--- config.mk ---
export PLATFORM = sky130hd
export DESIGN_NAME = axi4_lite_gpio_slave
export DESIGN_NICKNAME = d
export VERILOG_FILES = /design/src/rtl/axi4_lite_gpio_slave.sv
export SDC_FILE = /design/constraint.sdc
export NUM_CORES = 1
export LEC_CHECK = 0
export BUFFER_PORTS_ARGS = -buffer_cell sky130_fd_sc_hd__buf_2
export CORE_ASPECT_RATIO = 1.5
export CORE_MARGIN = 1.5
export CORE_UTILIZATION = 40
export CTS_CLUSTER_DIAMETER = 150
export CTS_CLUSTER_SIZE = 14
export DETAILED_ROUTE_END_ITERATION = 10
export PLACE_DENSITY_LB_ADDON = 0.05
export SLEW_MARGIN = 0
export SYNTH_ARGS = -nofsm -noshare
export SYNTH_HDL_FRONTEND = slang
export SYNTH_SLANG_ARGS = --single-unit
--- constraint.sdc ---
create_clock -name s_axi_aclk -period 1.95 [get_ports s_axi_aclk]
set_clock_uncertainty 0.1 [all_clocks]
set_input_delay 0.2925 -clock s_axi_aclk [delete_from_list [all_inputs] [get_ports s_axi_aclk]]
set_output_delay 0.2925 -clock s_axi_aclk [all_outputs]
set_load 0.01 [all_outputs]
--- src/rtl/axi4_lite_gpio_slave.sv ---
// AXI4-Lite GPIO responder: DATA at 0x000 and TRI at 0x004, with gpio_io_i brought in through a 2-flop synchronizer.
// Defining GPIO_IRQ_EN adds ISR at 0x120, IER at 0x128 and the ip2intc_irpt output.
module axi4_lite_gpio_slave #(
   parameter int unsigned GPIO_WIDTH   = 32,
   parameter logic [31:0] DOUT_DEFAULT = 32'h0,
   parameter logic [31:0] TRI_DEFAULT  = 32'hFFFF_FFFF
) (
   input  logic                  s_axi_aclk,
   input  logic                  s_axi_aresetn,
   input  logic [8:0]            s_axi_awaddr,
   input  logic                  s_axi_awvalid,
   output logic                  s_axi_awready,
   input  logic [31:0]           s_axi_wdata,
   input  logic [3:0]            s_axi_wstrb,
   input  logic                  s_axi_wvalid,
   output logic                  s_axi_wready,
   output logic [1:0]            s_axi_bresp,
   output logic                  s_axi_bvalid,
   input  logic                  s_axi_bready,
   input  logic [8:0]            s_axi_araddr,
   input  logic                  s_axi_arvalid,
   output logic                  s_axi_arready,
   output logic [31:0]           s_axi_rdata,
   output logic [1:0]            s_axi_rresp,
   output logic                  s_axi_rvalid,
   input  logic                  s_axi_rready,
   input  logic [GPIO_WIDTH-1:0] gpio_io_i,
   output logic [GPIO_WIDTH-1:0] gpio_io_o,
   output logic [GPIO_WIDTH-1:0] gpio_io_t
`ifdef GPIO_IRQ_EN
   ,
   output logic                  ip2intc_irpt
`endif
);

   localparam logic [6:0] A_DATA = 7'h00;
   localparam logic [6:0] A_TRI  = 7'h01;
   localparam logic [6:0] A_ISR  = 7'h48;
   localparam logic [6:0] A_IER  = 7'h4A;
   localparam logic [1:0] RESP_OKAY   = 2'b00;
   localparam logic [1:0] RESP_SLVERR = 2'b10;

   typedef enum logic [1:0] {W_IDLE, W_COMMIT, W_RESP} w_state_t;
   typedef enum logic       {R_IDLE, R_RESP} r_state_t;

   w_state_t w_state, w_state_nxt;
   r_state_t r_state, r_state_nxt;

   logic                  aw_full, w_full;
   logic [6:0]            aw_idx;
   logic [31:0]           w_data;
   logic [3:0]            w_strb;
   logic [GPIO_WIDTH-1:0] dout, tri_reg, sync_meta, sync_in;
   logic [31:0]           dout_ext, tri_ext, din_ext, dout_merged, tri_merged, rd_data;
   logic [1:0]            rd_resp;
   logic                  wr_mapped, aw_hs, w_hs, ar_hs, commit;
   logic                  unused_addr_lsbs;

   assign unused_addr_lsbs = &{1'b0, s_axi_awaddr[1:0], s_axi_araddr[1:0]};

   assign s_axi_awready = !aw_full && (w_state != W_RESP);
   assign s_axi_wready  = !w_full  && (w_state != W_RESP);
   assign s_axi_bvalid  = (w_state == W_RESP);
   assign s_axi_arready = (r_state == R_IDLE);
   assign s_axi_rvalid  = (r_state == R_RESP);
   assign aw_hs  = s_axi_awvalid && s_axi_awready;
   assign w_hs   = s_axi_wvalid && s_axi_wready;
   assign ar_hs  = s_axi_arvalid && s_axi_arready;
   assign commit = (w_state == W_COMMIT);
   assign gpio_io_o = dout;
   assign gpio_io_t = tri_reg;

   function automatic logic [31:0] merge(input logic [31:0] old, input logic [31:0] data,
                                         input logic [3:0] strb);
      merge = old;
      for (int b = 0; b < 4; b++)
         if (strb[b]) merge[8*b +: 8] = data[8*b +: 8];
   endfunction

   // NOTE: every combinational output gets a default first so no path infers a latch.
   always_comb begin
      dout_ext = '0;
      tri_ext  = '0;
      din_ext  = '0;
      dout_ext[GPIO_WIDTH-1:0] = dout;
      tri_ext[GPIO_WIDTH-1:0]  = tri_reg;
      din_ext[GPIO_WIDTH-1:0]  = (sync_in & tri_reg) | (dout & ~tri_reg);
      dout_merged = merge(dout_ext, w_data, w_strb);
      tri_merged  = merge(tri_ext, w_data, w_strb);
   end

   always_comb begin
      wr_mapped = 1'b0;
      case (aw_idx)
         A_DATA, A_TRI: wr_mapped = 1'b1;
`ifdef GPIO_IRQ_EN
         A_ISR, A_IER:  wr_mapped = 1'b1;
`endif
         default:       wr_mapped = 1'b0;
      endcase
   end

   always_comb begin
      w_state_nxt = w_state;
      unique case (w_state)
         W_IDLE:   if ((aw_full || aw_hs) && (w_full || w_hs)) w_state_nxt = W_COMMIT;
         W_COMMIT: w_state_nxt = W_RESP;
         W_RESP:   if (s_axi_bready) w_state_nxt = W_IDLE;
         default:  w_state_nxt = W_IDLE;
      endcase
   end

   // NOTE: sequential state uses non-blocking assignments so every flop samples pre-edge values.
   always_ff @(posedge s_axi_aclk or negedge s_axi_aresetn) begin
      if (!s_axi_aresetn) begin
         w_state     <= W_IDLE;
         aw_full     <= 1'b0;
         w_full      <= 1'b0;
         aw_idx      <= '0;
         w_data      <= '0;
         w_strb      <= '0;
         s_axi_bresp <= RESP_OKAY;
      end else begin
         w_state <= w_state_nxt;
         if (aw_hs) begin
            aw_full <= 1'b1;
            aw_idx  <= s_axi_awaddr[8:2];
         end
         if (w_hs) begin
            w_full <= 1'b1;
            w_data <= s_axi_wdata;
            w_strb <= s_axi_wstrb;
         end
         if (commit) s_axi_bresp <= wr_mapped ? RESP_OKAY : RESP_SLVERR;
         if ((w_state == W_RESP) && s_axi_bready) begin
            aw_full <= 1'b0;
            w_full  <= 1'b0;
         end
      end
   end

   always_ff @(posedge s_axi_aclk or negedge s_axi_aresetn) begin
      if (!s_axi_aresetn) begin
         dout    <= DOUT_DEFAULT[GPIO_WIDTH-1:0];
         tri_reg <= TRI_DEFAULT[GPIO_WIDTH-1:0];
      end else if (commit) begin
         if (aw_idx == A_DATA) dout    <= dout_merged[GPIO_WIDTH-1:0];
         if (aw_idx == A_TRI)  tri_reg <= tri_merged[GPIO_WIDTH-1:0];
      end
   end

   always_ff @(posedge s_axi_aclk or negedge s_axi_aresetn) begin
      if (!s_axi_aresetn) begin
         sync_meta <= '0;
         sync_in   <= '0;
      end else begin
         sync_meta <= gpio_io_i;
         sync_in   <= sync_meta;
      end
   end

`ifdef GPIO_IRQ_EN
   logic                  isr, ier, isr_w1c;
   logic [GPIO_WIDTH-1:0] sync_prev;

   assign isr_w1c = commit && (aw_idx == A_ISR) && w_strb[0] && w_data[0];

   // A new input change wins over a simultaneous write-1-to-clear.
   always_ff @(posedge s_axi_aclk or negedge s_axi_aresetn) begin
      if (!s_axi_aresetn) begin
         isr          <= 1'b0;
         ier          <= 1'b0;
         sync_prev    <= '0;
         ip2intc_irpt <= 1'b0;
      end else begin
         sync_prev    <= sync_in;
         isr          <= (sync_in != sync_prev) || (isr && !isr_w1c);
         if (commit && (aw_idx == A_IER) && w_strb[0]) ier <= w_data[0];
         ip2intc_irpt <= isr && ier;
      end
   end
`endif

   always_comb begin
      rd_data = '0;
      rd_resp = RESP_OKAY;
      case (s_axi_araddr[8:2])
         A_DATA:  rd_data = din_ext;
         A_TRI:   rd_data = tri_ext;
`ifdef GPIO_IRQ_EN
         A_ISR:   rd_data = {31'b0, isr};
         A_IER:   rd_data = {31'b0, ier};
`endif
         default: rd_resp = RESP_SLVERR;
      endcase
   end

   always_comb begin
      r_state_nxt = r_state;
      unique case (r_state)
         R_IDLE:  if (s_axi_arvalid) r_state_nxt = R_RESP;
         R_RESP:  if (s_axi_rready) r_state_nxt = R_IDLE;
         default: r_state_nxt = R_IDLE;
      endcase
   end

   always_ff @(posedge s_axi_aclk or negedge s_axi_aresetn) begin
      if (!s_axi_aresetn) begin
         r_state     <= R_IDLE;
         s_axi_rdata <= '0;
         s_axi_rresp <= RESP_OKAY;
      end else begin
         r_state <= r_state_nxt;
         if (ar_hs) begin
            s_axi_rdata <= rd_data;
            s_axi_rresp <= rd_resp;
         end
      end
   end

endmodule

==> results of run 1 <==
-- flip-flops by register name (all words and copies together), names as in the netlist --
signal,flops
aw_full,1
s_axi_rresp,1
aw_idx,7
sync_in,32
s_axi_bresp,1
s_axi_rvalid,1
gpio_io_t,32
w_full,1
w_data,32
w_strb,4
gpio_io_o,32
s_axi_rdata,32
sync_meta,32
w_state,2
-- how the worst max path moves through the flow --
| stage | from | endpoint | slack, ns | depth (start not counted) |
|---|---|---|---|---|
| floorplan | w_state[1] | w_data[10] | 0.25 | 6 |
| global placement | aw_idx[3] | gpio_io_o[2] | 0.04 | 4 |
| detailed placement | aw_idx[3] | gpio_io_o[8] | 0.02 | 4 |
| CTS | aw_idx[3] | gpio_io_o[9] | 0.009 | 4 |
| global route | w_state[1] | s_axi_awready | 0.01 | 4 |
| finish | w_state[1] | w_data[26] | 0.09 | 5 |
-- metrics by stage --
stage | hold WS [ns] | setup WS (ns) | power (mW)
finish | 0.0473 | 0.0934 | 12.3
global route | 0.0468 | 0.00963 | 13.1
CTS | 0.0265 | 0.00891 | 12.5
detailed placement | 0.161 | 0.0222 | 8.99
global placement | 0.156 | 0.0443 | 8.82
floorplan | -0.103 | 0.254 | 7.78
-- cell type report --
cell class	count	area, µm²
multi-input combinational	299	2450
fill	1708	8690
tap	256	320
inverter	3	11.3
clock buffer	32	524
sequential	210	5300
timing repair buffer	283	1950
-- power by group through the flow --
stage / Combinational [mW] / Clock (mW) / Sequential [mW]
final: 2.70 / 3.31 / 6.30
after detailed placement: 2.60 / 0 / 6.39
after global placement: 2.52 / 0 / 6.30
after global routing: 2.95 / 3.65 / 6.47
after floorplan: 1.47 / 0 / 6.30
after CTS: 2.75 / 3.45 / 6.31
-- synth_stat cells --
cell,number,area share
dfrtp_1,178,0.57
mux2_1,66,0.095
mux2_2,42,0.060
a21oi_1,36,0.023
nor2_1,35,0.017
nand2_1,33,0.016
dfstp_2,32,0.11
o21a_1,32,0.031
o31ai_1,32,0.031
clkbuf_1,10,0.0048
buf_1,7,0.0033
buf_4,4,0.0038
nand4_4,4,0.011
nand4b_4,4,0.012
buf_6,3,0.0043
nand2b_1,3,0.0024
buf_2,2,0.0013
inv_1,2,0.00096
nor4_1,2,0.0016
o21ai_0,2,0.0013
a22oi_1,1,0.00096
conb_1,1,0.00048
inv_2,1,0.00048
nor3_1,1,0.00064
nor3b_1,1,0.00096
nor3b_2,1,0.0016
nor4b_2,1,0.0019
o22ai_1,1,0.00080
-- logic make-up after synthesis --
logic type / count (synthesis) / synth area share
AO/OA/AOI/OAI: 104 / 0.0871
buffers and inverters: 29 / 0.0190
flip-flops: 210 / 0.674
multiplexers: 108 / 0.155
other: 1 / 0.000477
AND/OR/NAND/NOR: 85 / 0.0645
-- tightest hold or removal path, cell delays in order --
cell,delay [ns]
buf_2,0.10
a21oi_1,0.06
a21oi_1,0.12
-- what timing repair did --
action | CTS | global route
hold buffers | 79 | 0
endpoints found under the hold margin | 118 | 0
endpoints found under the setup margin | 0 | 21
gates resized for setup | 0 | 1
buffers inserted | 0 | 0
-- routing by layer --
metal	up-vias	track usage	share of wire
li1	2446	-	-
met1	2650	0.215	0.41
met2	142	0.324	0.52
met3	24	0.0372	0.053
met4	0	0.0489	0.018
met5	-	0	0
==> results by group, run 1 <==
Status
  • Status: finished clean

STA
  • Final Max Tran Viols: 0
  • Setup_tns: 0 ns
  • Period utilization: 0.952
  • # setup viols final: 0
  • Max_slew headroom: 0.645
  • Final critical-path required period: 1.86 ns
  • Worst-Margin Slew: 0.532 ns
  • Final Hold Violating Endpoints: 0
  • Fmax: 0.539 GHz
  • RSZ-0062 raised after global routing: no

Layout
  • Diodes inserted: 0
  • Commonest non-fill, non-tap cell in the layout: buf_2
  • Most frequent cells in the layout: buf_2, dfrtp_1, dlygate4sd3_1
  • Final layout net count: 908
  • Fin area: 10600 µm²
  • Area growth syn-to-layout: 34.3%
  • Final Util: 0.549
  • Share of cells above drive strength 1: 0.377
  • Finished Layout Cells: 1083

Place
  • Cells after DPL: 972
  • DP Wirelength: 11.9 mm
  • Port bufs: 191
  • RePlAce Congestion: 0.740
  • Placed Area: 9230 µm²

Power and ir drop
  • Maximum VDD drop: 0.622 mV
  • Pleak: 5.17 nW
  • Switching pwr: 3.58 mW
  • Switching share of total power: 0.291
  • Reg power frac: 0.512
  • P_int: 8.73 mW
  • Combinational share of power: 0.219
  • Clk pwr share: 0.269
  • Pwr/cell area: 1170 nW/µm²

Setup path
  • FF-to-FF setup slack: 0.09 ns
  • Max stage delay cell, worst path: dfrtp_1
  • FF-to-FF End: w_data[26]
  • Worst Reg-to-Reg Cells: 5
  • Critical path class: reg2reg
  • Delay of the slowest critical-path stage: 0.43 ns
  • Reg2reg start: w_state[1]
  • Setup crit end kind: flop
  • Max FO, Critical Path: 36
  • Type of origin of the critical path: flop
  • WP buf/inv: 2
  • Data arrival time at the worst-slack endpoint: 2.11 ns
  • Critical path required time: 2.21 ns
  • CP Cell Sequence: nand2b_1 > inv_2 > nor3b_2 > buf_12 > mux2_1
  • Delay-heaviest family, CP: flip-flops

Yosys
  • Synth cell types: 28
  • #FFs+latches synth: 210
  • Sequential cell area fraction in the yosys report: 0.674
  • Synth Warn #: 0
  • Post-Syn Area per Cell: 14.6 µm²
  • Gate Count Post-Synth: 537
  • Synthesized cell area: 7860 µm²

Die
  • DIE WIDTH: 117 µm
  • Core Region: 19200 µm²
  • Num rows: 62
  • Starting Density: 0.408
  • Ports: 198
  • Die H: 175 µm
  • Die Area: 20500 µm²

CTS
  • Root Driver: clkbuf_16
  • Clock latency on the worst-skew pair: 0.48 ns
  • CTS tree: built
  • Reg clk slew, reported paths: 0.07 ns
  • CTS H-tree depth: 1
  • Clock Path Buffers: 3
  • Num Clock Sinks: 210
  • TritonCTS Buffers: 18

Global routing
  • First-pass GRT wire length: 29.2 mm
  • Vias in the first global route: 5495
  • Pin count of the biggest net entering global routing: 65
  • GR Overflow Total: 0
  • Initial antenna violation count: 0
  • Total global-route track usage: 0.179

Job
  • Max-Cap Viols: 0

Detailed routing
  • 1st-iter DRT viols: 182
  • Routed Antenna Nets: 0
  • Drt total wl: 18.2 mm
  • DR WL/cell: 16.8 µm
  • DR DRC count: 0
  • TritonRoute pass-1 iters: 4
  • Via count: 5262
  • Vias/cell: 4.86

Min path
  • Worst hold stages: 3
  • Hold Crit Start: s_axi_wvalid
  • HP Class: in2reg
  • WHS Endpoint: w_full
Power figures use the tool's default switching activity.
==> run 2, diff against run 1 <==
--- a/config.mk
+++ b/config.mk
@@ -12,7 +12,7 @@
 export CTS_CLUSTER_DIAMETER = 150
 export CTS_CLUSTER_SIZE = 14
 export DETAILED_ROUTE_END_ITERATION = 10
-export PLACE_DENSITY_LB_ADDON = 0.05
+export PLACE_DENSITY_LB_ADDON = 0.3
 export SLEW_MARGIN = 0
 export SYNTH_ARGS = -nofsm -noshare
 export SYNTH_HDL_FRONTEND = slang
==> constraint.sdc (replaced) <==
create_clock -name s_axi_aclk -period 1.95 [get_ports s_axi_aclk]
set_clock_uncertainty 0.1 [all_clocks]
set_input_delay 0.2925 -clock s_axi_aclk [delete_from_list [all_inputs] [get_ports s_axi_aclk]]
set_output_delay 0.2925 -clock s_axi_aclk [all_outputs]
set_load 0.05 [all_outputs]
==> results by group, run 2 (synthesized netlist as in run 1, its figures left out) <==
Global routing
  • First-pass GRT wire length: 29.9 mm
  • GR Overflow Total: 0
  • Initial antenna violation count: 1
  • Total global-route track usage: 0.183
  • Vias in the first global route: 5953
  • Pin count of the biggest net entering global routing: 65

CTS
  • CTS H-tree depth: 1
  • Clock Path Buffers: 3
  • Reg clk slew, reported paths: 0.06 ns
  • TritonCTS Buffers: 18
  • Setup Fix Bufs, Post-CTS: 0
  • Root Driver: clkbuf_16
  • CTS tree: built
  • Num Clock Sinks: 210
  • Clock latency on the worst-skew pair: 0.48 ns

STA
  • RSZ-0062 raised after global routing: no
  • Final Max Tran Viols: 0
  • Worst-Margin Slew: 0.575 ns
  • Period utilization: 0.950
  • Final Hold Violating Endpoints: 0
  • Setup_tns: 0 ns
  • Fmax: 0.540 GHz
  • Max_slew headroom: 0.616
  • # setup viols final: 0
  • Final critical-path required period: 1.85 ns

Min path
  • HP Class: in2reg

Place
  • RePlAce Congestion: 0.769
  • DP Wirelength: 12.3 mm
  • Port bufs: 191

Setup path
  • CP Cell Sequence: nor4b_4 > buf_12 > nand4b_4 > mux2_1
  • Setup crit end kind: flop
  • Critical path required time: 2.20 ns
  • WP buf/inv: 1
  • Data arrival time at the worst-slack endpoint: 2.11 ns
  • Max stage delay cell, worst path: dfrtp_1
  • Max FO, Critical Path: 9
  • Critical path class: reg2reg
  • Type of origin of the critical path: flop
  • Delay-heaviest family, CP: simple AND/OR/NAND/NOR gates
  • Delay of the slowest critical-path stage: 0.45 ns

Detailed routing
  • Via count: 5345
  • DR WL/cell: 17.0 µm
  • TritonRoute pass-1 iters: 4
  • Vias/cell: 4.92
  • 1st-iter DRT viols: 184
  • DR DRC count: 0
  • Routed Antenna Nets: 0
  • Drt total wl: 18.5 mm

Status
  • Status: finished clean

Die
  • DIE WIDTH: 117 µm
  • Starting Density: 0.408
  • Ports: 198
  • Die H: 175 µm
  • Core Region: 19200 µm²
  • Num rows: 62
  • Die Area: 20500 µm²

Power and ir drop
  • Maximum VDD drop: 0.820 mV
  • Pwr/cell area: 1290 nW/µm²
  • Power, Total: 13.7 mW
  • Pleak: 5.19 nW

Layout
  • Area growth syn-to-layout: 34.7%
  • Multi-input logic area: 2450 µm²
  • Final layout net count: 912
  • FILL cells: 1642
  • Share of cells above drive strength 1: 0.384
  • Most frequent cells in the layout: buf_2, dfrtp_1, dlygate4sd3_1
  • Commonest non-fill, non-tap cell in the layout: buf_2
  • FF/Latch Area: 5300 µm²

Job
  • Max-Cap Viols: 0
==> run 2: power breakdown <==
| part | switching, mW | internal, mW | leakage (nW) |
|---|---|---|---|
| registers | 0.847 | 5.47 | 2.55 |
| clock network | 1.45 | 1.80 | 0.247 |
| logic | 2.64 | 1.47 | 2.39 |
| total | 4.94 | 8.74 | 5.19 |
==> run 2: layout make-up <==
cell class / instances / share of cell area
sequential: 210 / 0.501
multi-input combinational: 299 / 0.231
timing repair buffer: 287 / 0.188
clock buffer: 30 / 0.0488
tap: 256 / 0.0303
inverter: 3 / 0.00106
antenna: 1 / 0.000237
==> run 2: per-layer routing <==
metal  GRT usage  share of wire  up-vias  routed length (µm)
met2       0.348           0.55      167               10100
met5           0              0        -                   0
met3      0.0304          0.044       47                 814
li1            -              -     2453                   -
met1       0.200           0.37     2678                6880
met4      0.0782          0.037        0                 691
==> run 2: path summary, 6_finish.rpt <==
kind,from,to,slack [ns],cells past startpoint
max in group asynchronous,s_axi_aresetn,gpio_io_t[23],0.82,3
min,s_axi_awvalid,aw_full,0.03,3
min in group asynchronous,s_axi_aresetn,sync_meta[4],0.27,2
max,w_state[1],gpio_io_o[8],0.1,4
max reg2reg,w_state[1],gpio_io_o[8],0.1,4
min reg2reg,sync_meta[0],sync_in[0],0.25,0
==> run 2: stage by stage <==
step | worst slack [ns] | hold WS [ns] | instance area (µm²) | std cells | util
floorplan | 0.158 | -0.103 | 7860 | 538 | -
global placement | 0.137 | 0.197 | 9270 | 977 | 0.482
detailed placement | 0.0892 | 0.203 | 9270 | 977 | 0.482
CTS | 0.00293 | 0.0134 | 10600 | 1085 | 0.549
global route | 0.00559 | 0.0572 | 10600 | 1085 | 0.550
finish | 0.0971 | 0.0350 | 10600 | 1086 | 0.550
==> run 2: tightest hold or removal path, cell delays in order <==
cell and delay, ns:
buf_2 0.10, a21oi_1 0.06, a21oi_1 0.10
==> run 2: timing repair <==
action | CTS | global route
setup endpoints to repair | 1 | 3
hold buffers | 78 | 0
resized for setup | 1 | 2
hold endpoints to repair | 118 | 0
==> run 3, diff against run 2 <==
--- a/config.mk
+++ b/config.mk
@@ -7,7 +7,7 @@
 export LEC_CHECK = 0
 export BUFFER_PORTS_ARGS = -buffer_cell sky130_fd_sc_hd__buf_2
 export CORE_ASPECT_RATIO = 1.5
-export CORE_MARGIN = 1.5
+export CORE_MARGIN = 1
 export CORE_UTILIZATION = 40
 export CTS_CLUSTER_DIAMETER = 150
 export CTS_CLUSTER_SIZE = 14
==> results by group, run 3 (synthesized netlist as in run 1, its figures left out) <==
Global routing
  • Total global-route track usage: 0.185
  • Grt met1 use: 0.216
  • Pin count of the biggest net entering global routing: 65
  • Met3 GRT Util: 0.0255
  • Initial antenna violation count: 2
  • GRT busiest layer: met2
  • GR Overflow Total: 0
  • Vias in the first global route: 5652
  • First-pass GRT wire length: 28.9 mm
  • Met2 Track Usage GR: 0.335

STA
  • Period utilization: 0.956
  • Max_slew headroom: 0.599
  • Final Max Tran Viols: 0
  • Final critical-path required period: 1.87 ns
  • Worst-Margin Slew: 0.601 ns
  • RSZ-0062 raised after global routing: no
  • Final worst slack: 0.0850 ns
  • Final Hold Violating Endpoints: 0
  • Setup_tns: 0 ns
  • # setup viols final: 0
  • Final hold slack: 0.0427 ns
  • Fmax: 0.536 GHz

Setup path
  • Delay-heaviest family, CP: simple AND/OR/NAND/NOR gates
  • CP Cell Sequence: nor4b_4 > buf_12 > nand4b_4 > mux2_1
  • Crit. path cell count: 4
  • Max stage delay cell, worst path: dfrtp_1
  • Critical path class: reg2reg
  • Data arrival time at the worst-slack endpoint: 2.12 ns
  • Setup crit end kind: flop
  • WP buf/inv: 1
  • Delay of the slowest critical-path stage: 0.46 ns
  • Max FO, Critical Path: 9
  • Type of origin of the critical path: flop
  • Worst Reg-to-Reg Cells: 4
  • Critical path required time: 2.20 ns

Power and ir drop
  • Pwr/cell area: 1300 nW/µm²
  • Switching share of total power: 0.362
  • P_int: 8.71 mW
  • Combinational share of power: 0.299
  • Power, Total: 13.7 mW
  • Switching pwr: 4.94 mW
  • Reg power frac: 0.463
  • Clk pwr share: 0.238
  • Maximum VDD drop: 0.894 mV
  • Pleak: 5.17 nW

Layout
  • Share of cells above drive strength 1: 0.382
  • Finished Layout Cells: 1081
  • Area growth syn-to-layout: 34.1%
  • Final Util: 0.550
  • Commonest non-fill, non-tap cell in the layout: buf_2
  • Final layout net count: 909
  • FILL cells: 1597
  • Fin area: 10500 µm²
  • Most frequent cells in the layout: buf_2, dfrtp_1, dlygate4sd3_1

Die
  • Die Area: 20200 µm²
  • Core Region: 19200 µm²
  • Ports: 198
  • Die H: 174 µm
  • Starting Density: 0.410
  • Num rows: 62
  • DIE WIDTH: 116 µm

Detailed routing
  • Via count: 5269
  • Routed Antenna Nets: 0
  • TritonRoute pass-1 iters: 4
  • 1st-iter DRT viols: 234
  • Vias/cell: 4.87
  • Drt total wl: 18.1 mm
  • DR WL/cell: 16.7 µm
  • DR DRC count: 0

CTS
  • CTS tree: built
  • Setup Fix Bufs, Post-CTS: 0
  • Root Driver: clkbuf_16
  • Reg clk slew, reported paths: 0.06 ns
  • TritonCTS Buffers: 18
  • Clock Path Buffers: 3
  • Num Clock Sinks: 210
  • Clock latency on the worst-skew pair: 0.48 ns
  • CTS H-tree depth: 1

Place
  • Cells after DPL: 974
  • Placed Area: 9230 µm²
  • RePlAce Congestion: 0.756
  • DP Wirelength: 11.9 mm
  • Port bufs: 191
  • Pre-CTS WS: 0.102 ns

Job
  • Max-Cap Viols: 0

Min path
  • HP Class: in2reg
  • Worst hold stages: 3

Status
  • Status: finished clean
-- run 3: per-layer routing --
metal  share of wire  vias up
met2            0.55      142
met4           0.030        0
met1            0.38     2642
li1                -     2448
met3           0.042       37
met5               0        -
-- run 3: cell type report --
type	count	area (µm²)	area share
antenna	2	5.00	0.000475
clock buffer	27	505	0.0480
inverter	3	11.3	0.00107
multi-input combinational	299	2440	0.232
sequential	210	5300	0.503
tap	256	320	0.0304
timing repair buffer	284	1950	0.185
-- run 3: worst register-to-register path, stage by stage, from the launching register on --
cell      delay (ns)
dfrtp_1         0.46
nor4b_4         0.35
buf_12          0.21
nand4b_4        0.24
mux2_1          0.39
-- run 3: power by group through the flow --
stage	logic, mW	registers (mW)	clock network, mW
final	4.09	6.32	3.25
after floorplan	1.58	7.56	0
after detailed placement	3.98	6.38	0
after CTS	4.11	6.31	3.36
after global placement	3.88	6.29	0
after global routing	4.35	6.47	3.52
-- run 3: final timing paths --
kind	start	to	slack, ns
max	w_state[1]	gpio_io_o[14]	0.08
max reg2reg	w_state[1]	gpio_io_o[14]	0.08
max in group asynchronous	s_axi_aresetn	gpio_io_t[20]	0.81
min	s_axi_awvalid	aw_full	0.04
min in group asynchronous	s_axi_aresetn	sync_in[6]	0.24
min reg2reg	sync_meta[12]	sync_in[12]	0.24
-- run 3: what timing repair did --
item | in CTS | in global routing
hold buffers | 78 | 0
hold endpoints to repair | 117 | 0
resized for setup | 1 | 3
setup endpoints to repair | 1 | 4
